==> src/rtl/la_bus_initiator_if.sv <==
// Request/ready bus between la_bus_initiator (master) and a responder (slave).
interface la_bus_initiator_if #(
    parameter int BITS = 32
);
    logic            valid;
    logic [3:0]      wstrb;
    logic [BITS-1:0] wdata;
    logic            ready;
    logic [BITS-1:0] rdata;

    modport master (output valid, wstrb, wdata, input  ready, rdata);
    modport slave  (input  valid, wstrb, wdata, output ready, rdata);
endinterface

==> src/rtl/la_bus_initiator.sv <==
// Burst bus initiator: one command becomes cmd_len+1 request beats separated by a one-cycle gap.
// Optional REQ timeout abort is enabled by defining LA_BUS_INITIATOR_TIMEOUT_EN.
module la_bus_initiator #(
    parameter int BITS           = 32,
    parameter int TIMEOUT_CYCLES = 16
) (
    input  logic                    clk,
    input  logic                    reset,
    input  logic                    cmd_start,
    input  logic [3:0]              cmd_wstrb,
    input  logic [BITS-1:0]         cmd_wdata,
    input  logic [3:0]              cmd_len,
    la_bus_initiator_if.master      bus,
    output logic                    busy,
    output logic                    done,
    output logic                    err,
    output logic [BITS-1:0]         last_rdata,
    output logic [4:0]              beats_done
);

    typedef enum logic [1:0] {S_IDLE, S_REQ, S_GAP} state_t;

    state_t          r_state;
    state_t          w_next;
    logic [3:0]      r_wstrb;
    logic [BITS-1:0] r_wdata;
    logic [3:0]      r_len;
    logic [4:0]      r_beats;
    logic            r_done;
    logic            r_err;
    logic [BITS-1:0] r_last_rdata;

    logic w_accept;
    logic w_beat;
    logic w_final;
    logic w_tmo;

    assign w_accept = (r_state == S_IDLE) && cmd_start;
    assign w_beat   = (r_state == S_REQ) && bus.ready;
    // r_beats still holds the pre-increment count, so equality with cmd_len marks the last beat
    assign w_final  = w_beat && (r_beats == {1'b0, r_len});

`ifdef LA_BUS_INITIATOR_TIMEOUT_EN
    localparam logic [7:0] TMO_LAST = 8'(TIMEOUT_CYCLES - 1);

    logic [7:0] r_tcnt;

    // Cleared outside REQ so every REQ entry starts counting from zero
    always_ff @(posedge clk) begin
        if (reset)
            r_tcnt <= '0;
        else if (r_state != S_REQ || bus.ready || w_tmo)
            r_tcnt <= '0;
        else
            r_tcnt <= r_tcnt + 8'd1;
    end

    assign w_tmo = (r_state == S_REQ) && !bus.ready && (r_tcnt == TMO_LAST);
`else
    // Legal TIMEOUT_CYCLES is 2..255, so this is constant low: no abort path
    assign w_tmo = (TIMEOUT_CYCLES == 0);
`endif

    always_ff @(posedge clk) begin
        if (reset)
            r_state <= S_IDLE;
        else
            r_state <= w_next;
    end

    always_comb begin
        w_next = r_state;
        case (r_state)
            S_IDLE: if (w_accept) w_next = S_REQ;
            S_REQ: begin
                if (w_beat)
                    w_next = w_final ? S_IDLE : S_GAP;
                else if (w_tmo)
                    w_next = S_IDLE;
            end
            S_GAP:   w_next = S_REQ;
            default: w_next = S_IDLE;
        endcase
    end

    always_comb begin
        bus.valid = 1'b0;
        bus.wstrb = '0;
        bus.wdata = '0;
        busy      = 1'b0;
        case (r_state)
            S_REQ: begin
                bus.valid = 1'b1;
                bus.wstrb = r_wstrb;
                bus.wdata = r_wdata;
                busy      = 1'b1;
            end
            S_GAP:   busy = 1'b1;
            default: busy = 1'b0;
        endcase
    end

    always_ff @(posedge clk) begin
        if (reset) begin
            r_wstrb      <= '0;
            r_wdata      <= '0;
            r_len        <= '0;
            r_beats      <= '0;
            r_done       <= 1'b0;
            r_err        <= 1'b0;
            r_last_rdata <= '0;
        end else begin
            r_done <= w_final || w_tmo;
            if (w_accept) begin
                r_wstrb <= cmd_wstrb;
                r_wdata <= cmd_wdata;
                r_len   <= cmd_len;
                r_beats <= '0;
                r_err   <= 1'b0;
            end
            if (w_beat) begin
                r_last_rdata <= bus.rdata;
                r_beats      <= r_beats + 5'd1;
                if (!w_final)
                    r_wdata <= r_wdata + {{(BITS-1){1'b0}}, 1'b1};
            end
            if (w_tmo)
                r_err <= 1'b1;
        end
    end

    assign done       = r_done;
    assign err        = r_err;
    assign last_rdata = r_last_rdata;
    assign beats_done = r_beats;

endmodule

==> src/flat_wrapper.sv <==
// flat-port wrapper written by rule: the top's interface ports become plain ports
module la_bus_initiator_flat 
#(
    parameter int BITS           = 32,
    parameter int TIMEOUT_CYCLES = 16
)
  (clk, reset, cmd_start, cmd_wstrb, cmd_wdata, cmd_len, busy, done, err, last_rdata, beats_done, bus_valid, bus_wstrb, bus_wdata, bus_ready, bus_rdata);
  la_bus_initiator_if #(.BITS(BITS)) bus_i ();
  input  logic clk;
  input  logic reset;
  input  logic cmd_start;
  input  logic [3:0] cmd_wstrb;
  input  logic [BITS-1:0] cmd_wdata;
  input  logic [3:0] cmd_len;
  output logic busy;
  output logic done;
  output logic err;
  output logic [BITS-1:0] last_rdata;
  output logic [4:0] beats_done;
  output wire logic [$bits(bus_i.valid)-1:0] bus_valid;
  output wire logic [$bits(bus_i.wstrb)-1:0] bus_wstrb;
  output wire logic [$bits(bus_i.wdata)-1:0] bus_wdata;
  input wire logic [$bits(bus_i.ready)-1:0] bus_ready;
  input wire logic [$bits(bus_i.rdata)-1:0] bus_rdata;
  assign bus_valid = bus_i.valid;
  assign bus_wstrb = bus_i.wstrb;
  assign bus_wdata = bus_i.wdata;
  assign bus_i.ready = bus_ready;
  assign bus_i.rdata = bus_rdata;
  la_bus_initiator #(.BITS(BITS), .TIMEOUT_CYCLES(TIMEOUT_CYCLES)) u_core (.clk(clk), .reset(reset), .cmd_start(cmd_start), .cmd_wstrb(cmd_wstrb), .cmd_wdata(cmd_wdata), .cmd_len(cmd_len), .bus(bus_i), .busy(busy), .done(done), .err(err), .last_rdata(last_rdata), .beats_done(beats_done));
endmodule
==> config.mk <==
export PLATFORM = sky130hd
export DESIGN_NAME = la_bus_initiator_flat
export DESIGN_NICKNAME = d
export VERILOG_FILES = /design/src/rtl/la_bus_initiator_if.sv /design/src/rtl/la_bus_initiator.sv /design/src/flat_wrapper.sv
export SDC_FILE = /design/constraint.sdc
export NUM_CORES = 1
export LEC_CHECK = 0
export ABC_AREA = 1
export CORE_ASPECT_RATIO = 0.8
export CORE_MARGIN = 5
export CORE_UTILIZATION = 45
export CTS_BUF_LIST = sky130_fd_sc_hd__clkbuf_4
export CTS_CLUSTER_DIAMETER = 80
export DETAILED_ROUTE_END_ITERATION = 12
export PLACE_DENSITY = 0.82
export SKIP_LAST_GASP = 1
export SLEW_MARGIN = 20
export SYNTH_ARGS = -nofsm -noshare
export SYNTH_HDL_FRONTEND = slang
export SYNTH_SLANG_ARGS = --single-unit
==> constraint.sdc <==
create_clock -name clk -period 3.2 [get_ports clk]
set_input_delay 0.96 -clock clk [delete_from_list [all_inputs] [get_ports clk]]
set_output_delay 0.96 -clock clk [all_outputs]
set_load 0.1 [all_outputs]
# After elaboration in Yosys (flattened, before gate mapping)
# Index checks and enable logic that the tools add are counted.
word_totals:
  inputBits: 76
  register_bits: 80
  elab_cells: 34
  output_inout_bits: 77
op_classes:
  n_addsub: 2
  muxes: 13
  n_reduce_logical: 7
  eq_ne: 5
ops:
  columns: ["cell", "count"]
  rows:
  - ["32-bit two-way mux", 4]
  - ["32-bit by 1-bit adder with 32-bit output, second input constant", 1]
  - ["5-bit two-way mux", 2]
  - ["2-bit two-way mux", 3]
  - ["2-bit case mux with 3 select lines", 1]
  - ["5-bit by 1-bit adder with 5-bit output, second input constant", 1]
  - ["5-bit by 4-bit equality test with 1-bit output", 1]
  - ["4-bit two-way mux", 1]
  - ["2-bit by 1-bit != test with 1-bit output, second input constant", 2]
  - ["1-bit logical AND", 3]
  - ["2-bit by 1-bit equality test with 1-bit output, second input constant", 1]
  - ["2-bit equality test, second input constant", 1]
  - ["2-bit zero test", 1]
  - ["1-bit two-way mux", 2]
  - ["2-bit AND reduction", 1]
  - ["2-bit nonzero test", 1]
  - ["2-bit OR reduction", 1]

# Logic depth before layout (Yosys ltp)
logic_depth:
  depth_word: 6
  ltp_mapped: 11
  depth_no_buf: 10

# Worst setup path before layout
# OpenSTA, ideal clock, no wires.
synth_path:
  path_kind: "flip-flop to output port"
  startpoint: "reg u_core.r_state[1]"
  endpoint: "out bus_wdata[3]"
  required_ns: 2.240
  path_slack_ns: -0.249
  path_buffers: 2
  arrival_ns: 2.489
  path_stages_with_launch: 7
  path_cell_list: "dfxtp_1 inv_1 ha_1 buf_2 buf_1 nand2_1 inv_1"
synth_between:
  elab_chain_len: 2
synth_lines:
  columns: ["item", "line_no", "text"]
  rows:
  - ["start, declared", "la_bus_initiator.sv:23", "state_t r_state;"]
  - ["start signal, assigned", "la_bus_initiator.sv:68", "r_state <= w_next;"]
  - ["2-bit by 1-bit equality test with 1-bit output", "la_bus_initiator.sv:91", "case (r_state)"]
  - ["32-bit two-way mux", "la_bus_initiator.sv:91", null]
  - ["end, declared", "flat_wrapper.sv:22", "output wire logic [$bits(bus_i.wdata)-1:0] bus_wdata;"]
# No other way between the ends.

# Final worst setup path
layout_path:
  startpoint: "reg u_core.r_state[1]"
  endpoint: "out bus_wdata[13]"
# The elaborated chain is that of the path after synthesis.

==> tab_implementation.tex <==
\begin{tabular}{lr}
\hline
Metric & Value \\
\hline
\multicolumn{2}{l}{\textbf{Drt}} \\
\quad Total length of routed wires & 14000 microns \\
\quad Iteration count of the initial detailed-routing pass & 5 \\
\quad Remaining DRCs & 0 \\
\quad Routed vias & 5087 \\
\quad Number of nets with antenna violations after detailed routing & 0 \\
\quad Via density per instance & 4.79 \\
\quad Initial drt markers & 336 \\
\quad Detailed-route wire length per cell & 13.2 microns \\
\multicolumn{2}{l}{\textbf{Hold path}} \\
\quad Path class of the lowest-slack min-delay path & reg2reg \\
\multicolumn{2}{l}{\textbf{Clock tree}} \\
\quad Number of levels in the clock H-tree & 3 \\
\quad Number of buffers created by CTS & 9 \\
\quad Clock Root Buffer & clkbuf\_4 \\
\quad Setup Fix Bufs, Post-CTS & 0 \\
\quad Buffer depth of the longest clock path & 2 \\
\quad Clock tree from TritonCTS & done \\
\quad Number of resized instances in the post-cts repair step & 0 \\
\quad Post-CTS clock slew at the launch and capture registers of the worst setup and hold paths & 0.13 ns \\
\quad CTS sink cnt & 80 \\
\quad Total of hold buffers inserted after clock tree synthesis & 0 \\
\quad Clk\_lat worst skew & 0.45 ns \\
\multicolumn{2}{l}{\textbf{Die}} \\
\quad Starting density of the core & 0.462 \\
\quad Number of ports placed on the die boundary & 153 \\
\quad Die Height & 102 microns \\
\quad Number of placement rows & 33 \\
\quad Chip Width & 125 microns \\
\quad Die footprint & 0.0127 sq mm \\
\quad Area of the core & 0.0102 sq mm \\
\multicolumn{2}{l}{\textbf{Yosys}} \\
\quad Top cell type's share of synthesized area & 0.339 \\
\quad Post-synthesis instance area & 0.00473 sq mm \\
\quad Flops \& latches, synth & 80 \\
\quad Ys async rst share & 0 \\
\quad Post-synth EDFFs & 0 \\
\quad Number of cells produced by synthesis & 782 \\
\quad Synth warnings & 0 \\
\quad Cell accounting for the most synthesized area & dfxtp\_1 \\
\quad Synth Area per Inst & 6.04 sq um \\
\quad Mapped Nets & 864 \\
\quad Cell types occupying the most area after synthesis & dfxtp\_1 34\%, nand2\_1 17\%, nor2\_1 13\% \\
\quad Unique masters post-synth & 30 \\
\quad Most used flip-flop cell after synthesis & dfxtp\_1 \\
\quad Sequential share of the synthesized area & 0.339 \\
\multicolumn{2}{l}{\textbf{Placed design}} \\
\quad Dpl cell area & 0.00661 sq mm \\
\quad Half-perimeter wire length of the detailed placement result & 10600 microns \\
\quad \# port buffers & 151 \\
\quad RePlAce Congestion & 0.945 \\
\quad Placed insts & 1047 \\
\multicolumn{2}{l}{\textbf{Worst setup path}} \\
\quad CP most frequent cell & inv\_1 \\
\quad Stage delay of the slowest cell on the critical path & 0.38 ns \\
\quad Worst setup path class & reg2out \\
\quad Critical-path top delay cell & buf\_4 \\
\quad Type of element capturing the critical path & primary output \\
\quad Endpoint required time on the critical path & 2.24 ns \\
\quad Crit path max-delay family & buffers and inverters \\
\quad Buffers plus inverters on the worst setup path & 4 \\
\quad Worst Path Max Fanout & 40 \\
\quad Crit path arrival time & 1.88 ns \\
\quad Cell-by-cell trace of the critical path & inv\_1 > ha\_2 > buf\_4 > nand2\_1 > inv\_1 > buf\_12 \\
\quad Type of element launching the critical path & flop \\
\multicolumn{2}{l}{\textbf{Timing}} \\
\quad Part of the cycle the worst path needs & 0.888 \\
\quad Number of hold-slack violations in the final timing report & 0 \\
\quad Unrepaired setup endpoints after global routing & no \\
\quad Tightest hold margin & 0.484 ns \\
\quad Number of pins with negative max-slew slack in the final report & 0 \\
\quad Least-Margin Pin Slew & 0.607 ns \\
\quad Setup TNS & 0 ns \\
\quad Final critical delay including setup and external delays & 2.84 ns \\
\quad Highest clock frequency the design can meet & 352 MHz \\
\quad Max-Slew Margin vs Limit & 0.595 \\
\quad Setup Skew & 0.0167 ns \\
\quad Setup-failing EPs final & 0 \\
\multicolumn{2}{l}{\textbf{Layout}} \\
\quad Core utilization of the finished layout & 0.658 \\
\quad Post-Layout Inst Area & 0.00674 sq mm \\
\quad Most common cell after layout, fill and taps aside & nand2\_1 \\
\quad Most frequent cells in the layout & 219 x nand2\_1, 167 x nor2\_1, 95 x inv\_1 \\
\quad Area growth from synthesis to final layout & 42.6\% \\
\quad Final layout net count & 1000 \\
\quad Post-layout instance count excluding filler cells & 1063 \\
\quad Number of diodes added for antenna fixing & 0 \\
\quad Fraction of final layout cells with drive strength greater than 1 & 0.142 \\
\quad FILL cells & 956 \\
\multicolumn{2}{l}{\textbf{Power}} \\
\quad Switching share of power & 0.470 \\
\quad Sequential Power Share & 0.361 \\
\quad Combinational group share of total power & 0.469 \\
\quad PD cells & 527 mW/mm\^{}2 \\
\quad Portion of total power attributed to the clock network & 0.170 \\
\quad Max IR drop VDD & 0.320 mV \\
\quad P\_sw & 1670 uW \\
\quad Leakage power figure & 0.00321 uW \\
\quad Design internal power & 1880 uW \\
\multicolumn{2}{l}{\textbf{Global routing}} \\
\quad Overflow after GRT & 0 \\
\quad Maximum number of pins on one net before global-route repair & 65 \\
\quad Layer carrying the most global-route usage & met2 \\
\quad Total track usage & 0.223 \\
\quad Antenna violations before repair & 0 \\
\quad Met1 GRT Util & 0.292 \\
\quad Wire length of the first global-routing pass & 23200 microns \\
\quad Met2 Resource Use GR & 0.375 \\
\quad Global-route met3 utilization & 0.0554 \\
\quad Number of global-route vias before repair & 4766 \\
\multicolumn{2}{l}{\textbf{Run status}} \\
\quad Status & finished, final reports clean \\
\multicolumn{2}{l}{\textbf{Job}} \\
\quad Maximum capacitance violations & 0 \\
\hline
\end{tabular}
## kinds of logic (layout without fill, tap and decap cells)
family / Yosys count / in the layout / share of synthesized area
xor+xnor: 15 / 15 / 0.0294
compound gates: 94 / 94 / 0.102
buf+inv: 136 / 277 / 0.115
flops: 80 / 80 / 0.339
fa+ha+maj: 6 / 6 / 0.0159
simple gates: 450 / 450 / 0.398
other cells: 1 / 1 / 0.000793
## worst reg2reg max path: cells and delay by family (launching register included)
family | cells | cell delay (ns)
and+or+nand+nor | 6 | 0.99
DFF | 1 | 0.37
adders and majority gates | 1 | 0.16
buffers and inverters | 3 | 0.75
## layout make-up
type / count / area, sq um / share of cell area
clock buffer: 10 / 75.1 / 0.0111
clock inverter: 6 / 60.1 / 0.00891
inverter: 101 / 379 / 0.0562
multi-input combinational: 566 / 2590 / 0.384
sequential: 80 / 1600 / 0.238
tap: 140 / 175 / 0.0260
timing repair buffer: 160 / 1860 / 0.277
## metrics by stage
| stage | total power [uW] | worst slack (ns) |
|---|---|---|
| 2_1_floorplan | 2460 | 0.0870 |
| 3_3_place_gp | 2950 | 0.521 |
| 3_5_place_dp | 2970 | 0.442 |
| 4_1_cts | 3570 | 0.341 |
| 5_1_grt | 3750 | 0.205 |
| 6_report | 3550 | 0.359 |
## power groups by stage
stage | Clock [uW] | Combinational (uW) | Sequential (uW)
after global placement | 0 | 1650 | 1300
after detailed placement | 0 | 1670 | 1300
after CTS | 621 | 1670 | 1280
after global routing | 659 | 1790 | 1300
final | 606 | 1670 | 1280
after floorplan | 0 | 852 | 1610
## final timing paths
| check | startpoint | end | slack (ns) | depth (start not counted) |
|---|---|---|---|---|
| max | u_core.r_state[1] | bus_wdata[13] | 0.36 | 6 |
| min | u_core.r_len[3] | u_core.r_len[3] | 0.48 | 2 |
| max reg2reg | u_core.r_state[1] | u_core.r_wdata[6] | 0.82 | 10 |
| min reg2reg | u_core.r_len[3] | u_core.r_len[3] | 0.48 | 2 |
## layer usage
metal  vias up  wire, microns
li1       2657              -
met1      2243           6300
met2       172           6570
met3        15            984
met4         0            160
met5         -              0
## registers in the layout, summed over array words and instances (netlist names)
register,cells
u_core.beats_done,5
u_core.done,1
u_core.last_rdata,32
u_core.r_len,4
u_core.r_state,2
u_core.r_wdata,32
u_core.r_wstrb,4
## cells in the mapped netlist, drive strengths merged (4+ instances only)
cell type and n:
nand2 229, nor2 179, inv 100, dfxtp 80, o21ai 63, nand3 33
a21oi 25, buf 21, clkbuf 14, xnor2 8, nand4 7, xor2 7
ha 6, a211oi 4
Power figures use the tool's default switching activity.
